===== src/rtl/signal_tracker_pkg.sv =====
// Shared types for the signal-tracker query arbiter: query kinds, FSM states
// and the argument/result width used on the tracker port.
package signal_tracker_pkg;

  localparam int ARG_W = 32;

  typedef enum logic {
    TIME_TEST  = 1'b0,
    VALUE_FIND = 1'b1
  } query_kind_e;

  typedef enum logic [1:0] {
    IDLE,
    ISSUE,
    WAIT,
    RESP
  } arb_state_e;

endpackage


===== src/rtl/rr_arbiter.sv =====
// Combinational round-robin arbiter: grants the first asserted request at or
// after ptr, wrapping around; grant is one-hot or all zero.
module rr_arbiter #(
  parameter int N = 4
) (
  input  logic [N-1:0]         req,
  input  logic [$clog2(N)-1:0] ptr,
  output logic [N-1:0]         grant
);

  localparam int PTR_W = $clog2(N);

  logic             found;
  int               idx;
  logic [PTR_W-1:0] slot;

  // NOTE: every variable is given a default before the loop so no path leaves
  // it unassigned; otherwise synthesis would infer a latch to hold its value.
  always_comb begin
    grant = '0;
    found = 1'b0;
    idx   = 0;
    slot  = '0;
    for (int i = 0; i < N; i++) begin
      idx = int'(ptr) + i;
      if (idx >= N) idx = idx - N;
      slot = PTR_W'(idx);
      if (!found && req[slot]) begin
        grant[slot] = 1'b1;
        found       = 1'b1;
      end
    end
  end

endmodule


===== src/rtl/signal_tracker_query_arbiter.sv =====
// Shares one signal-tracker query port among NUM_REQ requesters: round-robin
// grant, one outstanding query, argument range check and response timeout.
module signal_tracker_query_arbiter
  import signal_tracker_pkg::*;
#(
  parameter int NUM_REQ              = 4,
  parameter int TRACKED_SIGNAL_WIDTH = 1,
  parameter int TIMEOUT_CYCLES       = 16,
  parameter int MAX_RECALL           = 64
) (
  input  logic                            clk,
  input  logic                            rst_n,
  input  logic [NUM_REQ-1:0]              req_valid,
  output logic [NUM_REQ-1:0]              req_ready,
  input  logic [NUM_REQ-1:0]              req_kind,
  input  logic [NUM_REQ*ARG_W-1:0]        req_arg,
  output logic [NUM_REQ-1:0]              resp_valid,
  input  logic [NUM_REQ-1:0]              resp_ready,
  output logic                            resp_err,
  output logic [ARG_W-1:0]                resp_time0,
  output logic [ARG_W-1:0]                resp_time1,
  output logic [TRACKED_SIGNAL_WIDTH-1:0] resp_recall,
  output logic [ARG_W-1:0]                value_in,
  output logic                            recalculate_time,
  output logic [ARG_W-1:0]                cycles_back_to_recall,
  output logic                            recalculate_back_cycle,
  input  logic [ARG_W-1:0]                time_out_0,
  input  logic [ARG_W-1:0]                time_out_1,
  input  logic [TRACKED_SIGNAL_WIDTH-1:0] signal_recall,
  input  logic                            data_valid
);

  localparam int PTR_W = $clog2(NUM_REQ);
  localparam int CNT_W = $clog2(TIMEOUT_CYCLES + 1);

  arb_state_e       state, state_next;
  logic [PTR_W-1:0] rr_ptr, sel_idx, grant_idx;
  logic [NUM_REQ-1:0] grant;
  query_kind_e      kind_q, grant_kind;
  logic [ARG_W-1:0] arg_q, grant_arg;
  logic [CNT_W-1:0] wait_cnt;
  logic             handshake, arg_bad, timeout_hit, resp_accept, in_flight;

  rr_arbiter #(.N(NUM_REQ)) u_rr_arbiter (
    .req   (req_valid),
    .ptr   (rr_ptr),
    .grant (grant)
  );

  // Decode the one-hot grant into an index and mux out the winner's request.
  always_comb begin
    grant_idx  = '0;
    grant_kind = TIME_TEST;
    grant_arg  = '0;
    for (int i = 0; i < NUM_REQ; i++) begin
      if (grant[i]) begin
        grant_idx  = PTR_W'(i);
        grant_kind = query_kind_e'(req_kind[i]);
        grant_arg  = req_arg[i*ARG_W +: ARG_W];
      end
    end
  end

  assign handshake   = (state == IDLE) && (|grant);
  assign arg_bad     = (grant_kind == VALUE_FIND) &&
                       (($signed(grant_arg) < 0) || ($signed(grant_arg) > MAX_RECALL));
  // wait_cnt holds the number of completed WAIT cycles, so the current one is wait_cnt+1.
  assign timeout_hit = (wait_cnt == CNT_W'(TIMEOUT_CYCLES - 1));
  assign resp_accept = (state == RESP) && resp_ready[sel_idx];
  assign in_flight   = (state == ISSUE) || (state == WAIT);

  // NOTE: sequential state uses non-blocking assignments so every register
  // samples the pre-edge values, independent of statement order.
  always_ff @(posedge clk) begin
    if (!rst_n) state <= IDLE;
    else        state <= state_next;
  end

  always_comb begin
    state_next = state;
    unique case (state)
      IDLE:    if (handshake) state_next = arg_bad ? RESP : ISSUE;
      ISSUE:   state_next = WAIT;
      WAIT:    if (data_valid || timeout_hit) state_next = RESP;
      RESP:    if (resp_accept) state_next = IDLE;
      default: state_next = IDLE;
    endcase
  end

  always_comb begin
    req_ready  = (state == IDLE) ? grant : '0;
    resp_valid = '0;
    if (state == RESP) resp_valid[sel_idx] = 1'b1;
  end

  // Tracker arguments are held for the whole ISSUE..WAIT window; the unused one stays 0.
  assign value_in               = (in_flight && kind_q == TIME_TEST)  ? arg_q : '0;
  assign cycles_back_to_recall  = (in_flight && kind_q == VALUE_FIND) ? arg_q : '0;
  assign recalculate_time       = (state == ISSUE) && (kind_q == TIME_TEST);
  assign recalculate_back_cycle = (state == ISSUE) && (kind_q == VALUE_FIND);

  always_ff @(posedge clk) begin
    if (!rst_n) begin
      rr_ptr      <= '0;
      sel_idx     <= '0;
      kind_q      <= TIME_TEST;
      arg_q       <= '0;
      wait_cnt    <= '0;
      resp_err    <= 1'b0;
      resp_time0  <= '0;
      resp_time1  <= '0;
      resp_recall <= '0;
    end else begin
      unique case (state)
        IDLE: begin
          if (handshake) begin
            sel_idx     <= grant_idx;
            kind_q      <= grant_kind;
            arg_q       <= grant_arg;
            resp_err    <= arg_bad;
            resp_time0  <= '0;
            resp_time1  <= '0;
            resp_recall <= '0;
          end
        end
        ISSUE: wait_cnt <= '0;
        WAIT: begin
          wait_cnt <= wait_cnt + 1'b1;
          if (data_valid) begin
            resp_err <= 1'b0;
            if (kind_q == TIME_TEST) begin
              resp_time0 <= time_out_0;
              resp_time1 <= time_out_1;
            end else begin
              resp_recall <= signal_recall;
            end
          end else if (timeout_hit) begin
            resp_err <= 1'b1;
          end
        end
        RESP: begin
          if (resp_accept) begin
            rr_ptr      <= (sel_idx == PTR_W'(NUM_REQ - 1)) ? '0 : sel_idx + 1'b1;
            resp_err    <= 1'b0;
            resp_time0  <= '0;
            resp_time1  <= '0;
            resp_recall <= '0;
          end
        end
        default: ;
      endcase
    end
  end

endmodule


===== config.mk =====
export PLATFORM = sky130hd
export DESIGN_NAME = signal_tracker_query_arbiter
export DESIGN_NICKNAME = d
export VERILOG_FILES = /design/src/rtl/signal_tracker_pkg.sv /design/src/rtl/rr_arbiter.sv /design/src/rtl/signal_tracker_query_arbiter.sv
export SDC_FILE = /design/constraint.sdc
export NUM_CORES = 1
export LEC_CHECK = 0
export ABC_AREA = 1
export CORE_AREA = 2 2 137 139
export CTS_CLUSTER_DIAMETER = 60
export CTS_CLUSTER_SIZE = 28
export DETAILED_ROUTE_END_ITERATION = 12
export DIE_AREA = 0 0 139 141
export GPL_TIMING_DRIVEN = 0
export PLACE_DENSITY = 0.82
export REMOVE_ABC_BUFFERS = 1
export SYNTH_ARGS = -nofsm -noshare
export SYNTH_HDL_FRONTEND = slang
export SYNTH_SLANG_ARGS = --single-unit

===== constraint.sdc =====
create_clock -name clk -period 3.5 [get_ports clk]
set_clock_uncertainty 0.05 [all_clocks]
set_input_delay 0.525 -clock clk [delete_from_list [all_inputs] [get_ports clk]]
set_output_delay 0.525 -clock clk [all_outputs]
set_load 0.1 [all_outputs]

==> impl_summary.md <==
Timing
The actual slew at the worst max-slew pin is 1310 ps. The number of slew-limit violations in the final report is 0. The count of endpoints failing hold in the final timing report was 0.

On the final layout, the worst hold slack is 431 ps. In the final timing run, aggregate negative setup slack is 0 ps. The minimum period implied by the final worst setup slack is roughly 3300 ps. Setup violations remaining at the end of the flow were counted as 0.

The worst pin sits at a relative slew slack of 12.5%. The worst path uses a little over nine tenths of the clock period. Derived from the worst setup path, the maximum achievable clock frequency is 300 MHz. The final setup slack of the worst path is between 150 and 200 ps.

Clock tree
The buffer cell driving the clock tree root is sky130_fd_sc_hd__clkbuf_16. The number of hold buffers added after cts is 0. The count of clock tree sinks is 110. The register clock-pin slew on the reported worst setup and hold paths is 80 ps.

The TritonCTS clock tree is yes. At the later pin of the worst-skew pair, clock insertion delay measures 360 ps. The number of clock buffers added by TritonCTS is 9. The H-tree was split into 3 levels. The maximum root-to-sink buffer count is 2.

Placed design
The placed instance count is 1466. Routability-driven placement finished with a final weighted congestion of between 0.8 and 0.9. The worst slack at placement is -1230 ps. Input and output buffers added on the ports amount to around 350. Summed over all nets, the half-perimeter wirelength after detailed placement is around 18000 um.

Cells and area
In the layout the commonest cells are sky130_fd_sc_hd__clkdlybuf4s50_1, sky130_fd_sc_hd__nor2_1, sky130_fd_sc_hd__nand2_1, sky130_fd_sc_hd__dfxtp_1, sky130_fd_sc_hd__a21oi_1. At the end of the flow, the number of nets in the layout was 1508. For this run, the number of standard cells in the final layout without fillers is between 1500 and 2000. The share of cells above drive strength 1 is between 10% and 20%.

The synthesis-to-layout area growth is 69.3%. The filler cell count in the final layout is 1690. The leading cell type in the layout, fill and taps excluded is sky130_fd_sc_hd__clkdlybuf4s50_1. The antenna diode count is 0.

Pwr
The leakage dissipation is 0.00442 uW. The maximum vdd ir drop is 0.934 mV. For this design the ratio of total power to cell area is 809 nW/um^2. The post-route total power is 8660 uW.

Critical path
The endpoint arrival time on the critical path is roughly 2800 ps. The startpoint type of the worst setup path is a flip-flop. The length in cells of the worst reg-to-reg path is 24. The worst-case register-to-register setup slack is 180 ps. The source of the worst register-to-register timing path is rr_ptr[1]$_SDFFE_PN0P_.

The worst endpoint required time is about 3000 ps. The critical path goes through clkinvlp_4 -> ha_1 -> inv_1 -> nand3_1 -> nand2_2 -> nand2_4 -> nor2_4 -> nand2_1 -> inv_1 -> nor2_4 -> nor2_1 -> buf_2. For this run, the slowest stage of the critical path takes ~440 ps.

The slowest stage of the critical path is the sky130_fd_sc_hd__buf_2 cell. The kind of capture point of the worst setup path is an output pin. In this run the critical register-to-register path is captured at resp_err$_SDFFE_PN0P_. In this run the worst path has a maximum fanout of 8. The class of the most critical setup path is reg -> out.

Floorplanning
Once the floorplan was initialized, standard cells occupied 34.6% of the core. The core region is 18300 um^2. In this run the horizontal extent of the chip is 139 um. From bottom edge to top edge, the die measures 141 um. The number of core rows is 50. The overall die area is roughly 20000 um^2. 348 I/O pins were placed.

Worst hold path
The type of the worst min-delay path is reg -> reg. In this run the most critical hold path is launched from resp_recall$_SDFFE_PN0P_. The number of cells on the worst hold path is 2. The worst min-delay path endpoint is resp_recall$_SDFFE_PN0P_.

Route
The first detailed-routing pass ran for 5 iterations. Dividing the detail-routed wire length by the instance count gives between 15 and 20 um. The remaining routing DRC violations is 0. The via total after detailed routing is 8003. The number of nets with antenna violations after detailed routing is 0.

The average vias per placed instance is 5.27. Wires add up to 29200 um. The violation count after the first detailed-route iteration is 508.

Logic synthesis
The mean instance size in the synthesized netlist is 6.73 um^2. After synthesis the cells add up to 6320 um^2. The number of storage elements in the synthesis netlist is 110.

The share of the Yosys chip area taken by registers is 34.8%. The count of synthesis-stage warnings from yosys is 0. The distinct cell type count after synthesis is 39.

Synthesis produced a netlist whose cell count is approximately 940.

Global routing
The remaining global-route overflow is 0. For this run, the total global-route usage over all layers was measured as 28.4%. The number of global-route vias before repair was 7654.

The number of antenna violations at the first check in global routing came to 1. The global-route wire length before repair is 43300 um. The largest net degree at the start of global routing is between 40 and 50.

Run status
The run finished with clean final reports.

Run
The tool flagged a number of max-cap violations equal to 0.
final cells by class:
class                   count  area [um^2]  area share, %
inverters                  93          370           3.46
multi-input cells         692         3720           34.8
well taps                 234          293           2.74
repair inverters            1         8.76         0.0819
clock buffers               9          225           2.11
repair buffers            374         3790           35.5
flip-flops and latches    110         2210           20.7
clock inverters             6         76.3          0.714
cells in the mapped netlist:
| master | instances | area, um^2 |
|---|---|---|
| sky130_fd_sc_hd__o21ai_2 | 2 | 17.5 |
| sky130_fd_sc_hd__a211oi_1 | 1 | 7.51 |
| sky130_fd_sc_hd__nand2_4 | 3 | 33.8 |
| sky130_fd_sc_hd__or2_0 | 2 | 12.5 |
| sky130_fd_sc_hd__inv_4 | 1 | 6.26 |
| sky130_fd_sc_hd__nor2_1 | 171 | 642 |
| sky130_fd_sc_hd__nand4_1 | 1 | 6.26 |
| sky130_fd_sc_hd__buf_4 | 5 | 37.5 |
| sky130_fd_sc_hd__dfxtp_1 | 110 | 2200 |
| sky130_fd_sc_hd__or2_2 | 18 | 113 |
| sky130_fd_sc_hd__o211ai_1 | 1 | 7.51 |
| sky130_fd_sc_hd__a31oi_4 | 1 | 21.3 |
| sky130_fd_sc_hd__o21ai_0 | 37 | 185 |
| sky130_fd_sc_hd__nand2b_1 | 1 | 6.26 |
| sky130_fd_sc_hd__a21oi_1 | 88 | 440 |
| sky130_fd_sc_hd__a22oi_1 | 64 | 480 |
| sky130_fd_sc_hd__nand3_1 | 55 | 275 |
| sky130_fd_sc_hd__a32o_1 | 1 | 10.0 |
| sky130_fd_sc_hd__nand3_4 | 1 | 17.5 |
| sky130_fd_sc_hd__a2bb2oi_1 | 1 | 8.76 |
| sky130_fd_sc_hd__inv_2 | 4 | 15.0 |
| sky130_fd_sc_hd__nor2_4 | 5 | 56.3 |
| sky130_fd_sc_hd__nor3_1 | 7 | 35.0 |
| sky130_fd_sc_hd__nand3_2 | 3 | 30.0 |
| sky130_fd_sc_hd__o21ai_1 | 4 | 20.0 |
| sky130_fd_sc_hd__nand3b_4 | 1 | 20.0 |
| sky130_fd_sc_hd__nand3b_1 | 1 | 7.51 |
| sky130_fd_sc_hd__clkbuf_2 | 1 | 5.00 |
| sky130_fd_sc_hd__ha_1 | 19 | 238 |
| sky130_fd_sc_hd__nor2_2 | 3 | 18.8 |
| sky130_fd_sc_hd__nand2_1 | 175 | 657 |
| sky130_fd_sc_hd__nand2_2 | 3 | 18.8 |
| sky130_fd_sc_hd__nand4_4 | 1 | 21.3 |
| sky130_fd_sc_hd__buf_6 | 5 | 56.3 |
| sky130_fd_sc_hd__a31oi_1 | 4 | 25.0 |
| sky130_fd_sc_hd__clkbuf_1 | 28 | 105 |
| sky130_fd_sc_hd__a21boi_0 | 6 | 45.0 |
| sky130_fd_sc_hd__buf_2 | 17 | 85.1 |
| sky130_fd_sc_hd__inv_1 | 88 | 330 |
through the flow:
| step | area (um^2) | util (%) |
|---|---|---|
| final | 10700 | 58.6 |
| after global placement | 9800 | 53.6 |
| after floorplan | 6030 | - |
| after global routing | 10700 | 58.6 |
| after CTS | 10600 | 57.8 |
| after detailed placement | 9840 | 53.9 |
flip-flops by register name (all words and copies together) (netlist names):
name and flops:
arg_q 32, kind_q 1, resp_err 1, resp_recall 1, resp_time0 32, resp_time1 32
rr_ptr 2, sel_idx 2, state 2, wait_cnt 5
worst max-delay path, delay by kind of cell (launching register included):
family / cells / cell delay, ps
buffers and inverters: 4 / 810
AND/OR/NAND/NOR: 7 / 800
flip-flops: 1 / 420
adder cells (fa/ha/maj): 1 / 350
report_power, final:
group          switching (uW)  total [uW]  internal [uW]  leakage, uW
combinational            4350        5880           1530      0.00338
clock                     518        1080            565     0.000148
sequential                160        1690           1530     0.000898
total                    5030        8660           3630      0.00442
logic make-up (layout without fill, tap and decap cells):
kind of cell	count (synthesis)	after routing	synth area share (%)
adders and majority gates	19	19	3.76
and+or+nand+nor	451	460	31.2
DFF	110	110	34.8
AOI/OAI and AO/OA	210	213	20.1
buffers and inverters	149	483	10.1
per-layer routing:
layer | global-route usage (%) | part of all wire [%] | vias up
met5 | 0 | 0 | -
met4 | 9.46 | 3.0 | 0
met3 | 7.27 | 8.5 | 58
met2 | 49.8 | 50 | 387
met1 | 34.0 | 39 | 3788
li1 | - | - | 3770
worst max-delay path by stage:
stage | from | endpoint | slack [ps] | depth (start not counted)
floorplan | rr_ptr[0]$_SDFFE_PN0P_ | req_ready[3] | -290 | 11
global placement | req_valid[3] | resp_time0[18]$_SDFFE_PN0P_ | -1380 | 15
detailed placement | req_valid[1] | arg_q[8]$_SDFFE_PN0P_ | -1230 | 13
CTS | rr_ptr[1]$_SDFFE_PN0P_ | resp_time1[16]$_SDFFE_PN0P_ | 7 | 17
global route | rr_ptr[1]$_SDFFE_PN0P_ | resp_err$_SDFFE_PN0P_ | -30 | 23
finish | rr_ptr[1]$_SDFFE_PN0P_ | req_ready[1] | 170 | 12
what timing repair did:
action	CTS	global route
endpoints found under the hold margin	0	0
pin swaps	10	4
resized for setup	233	17
cloned	13	0
setup buffers	16	9
endpoints found under the setup margin	171	94
Power figures use the tool's default switching activity.
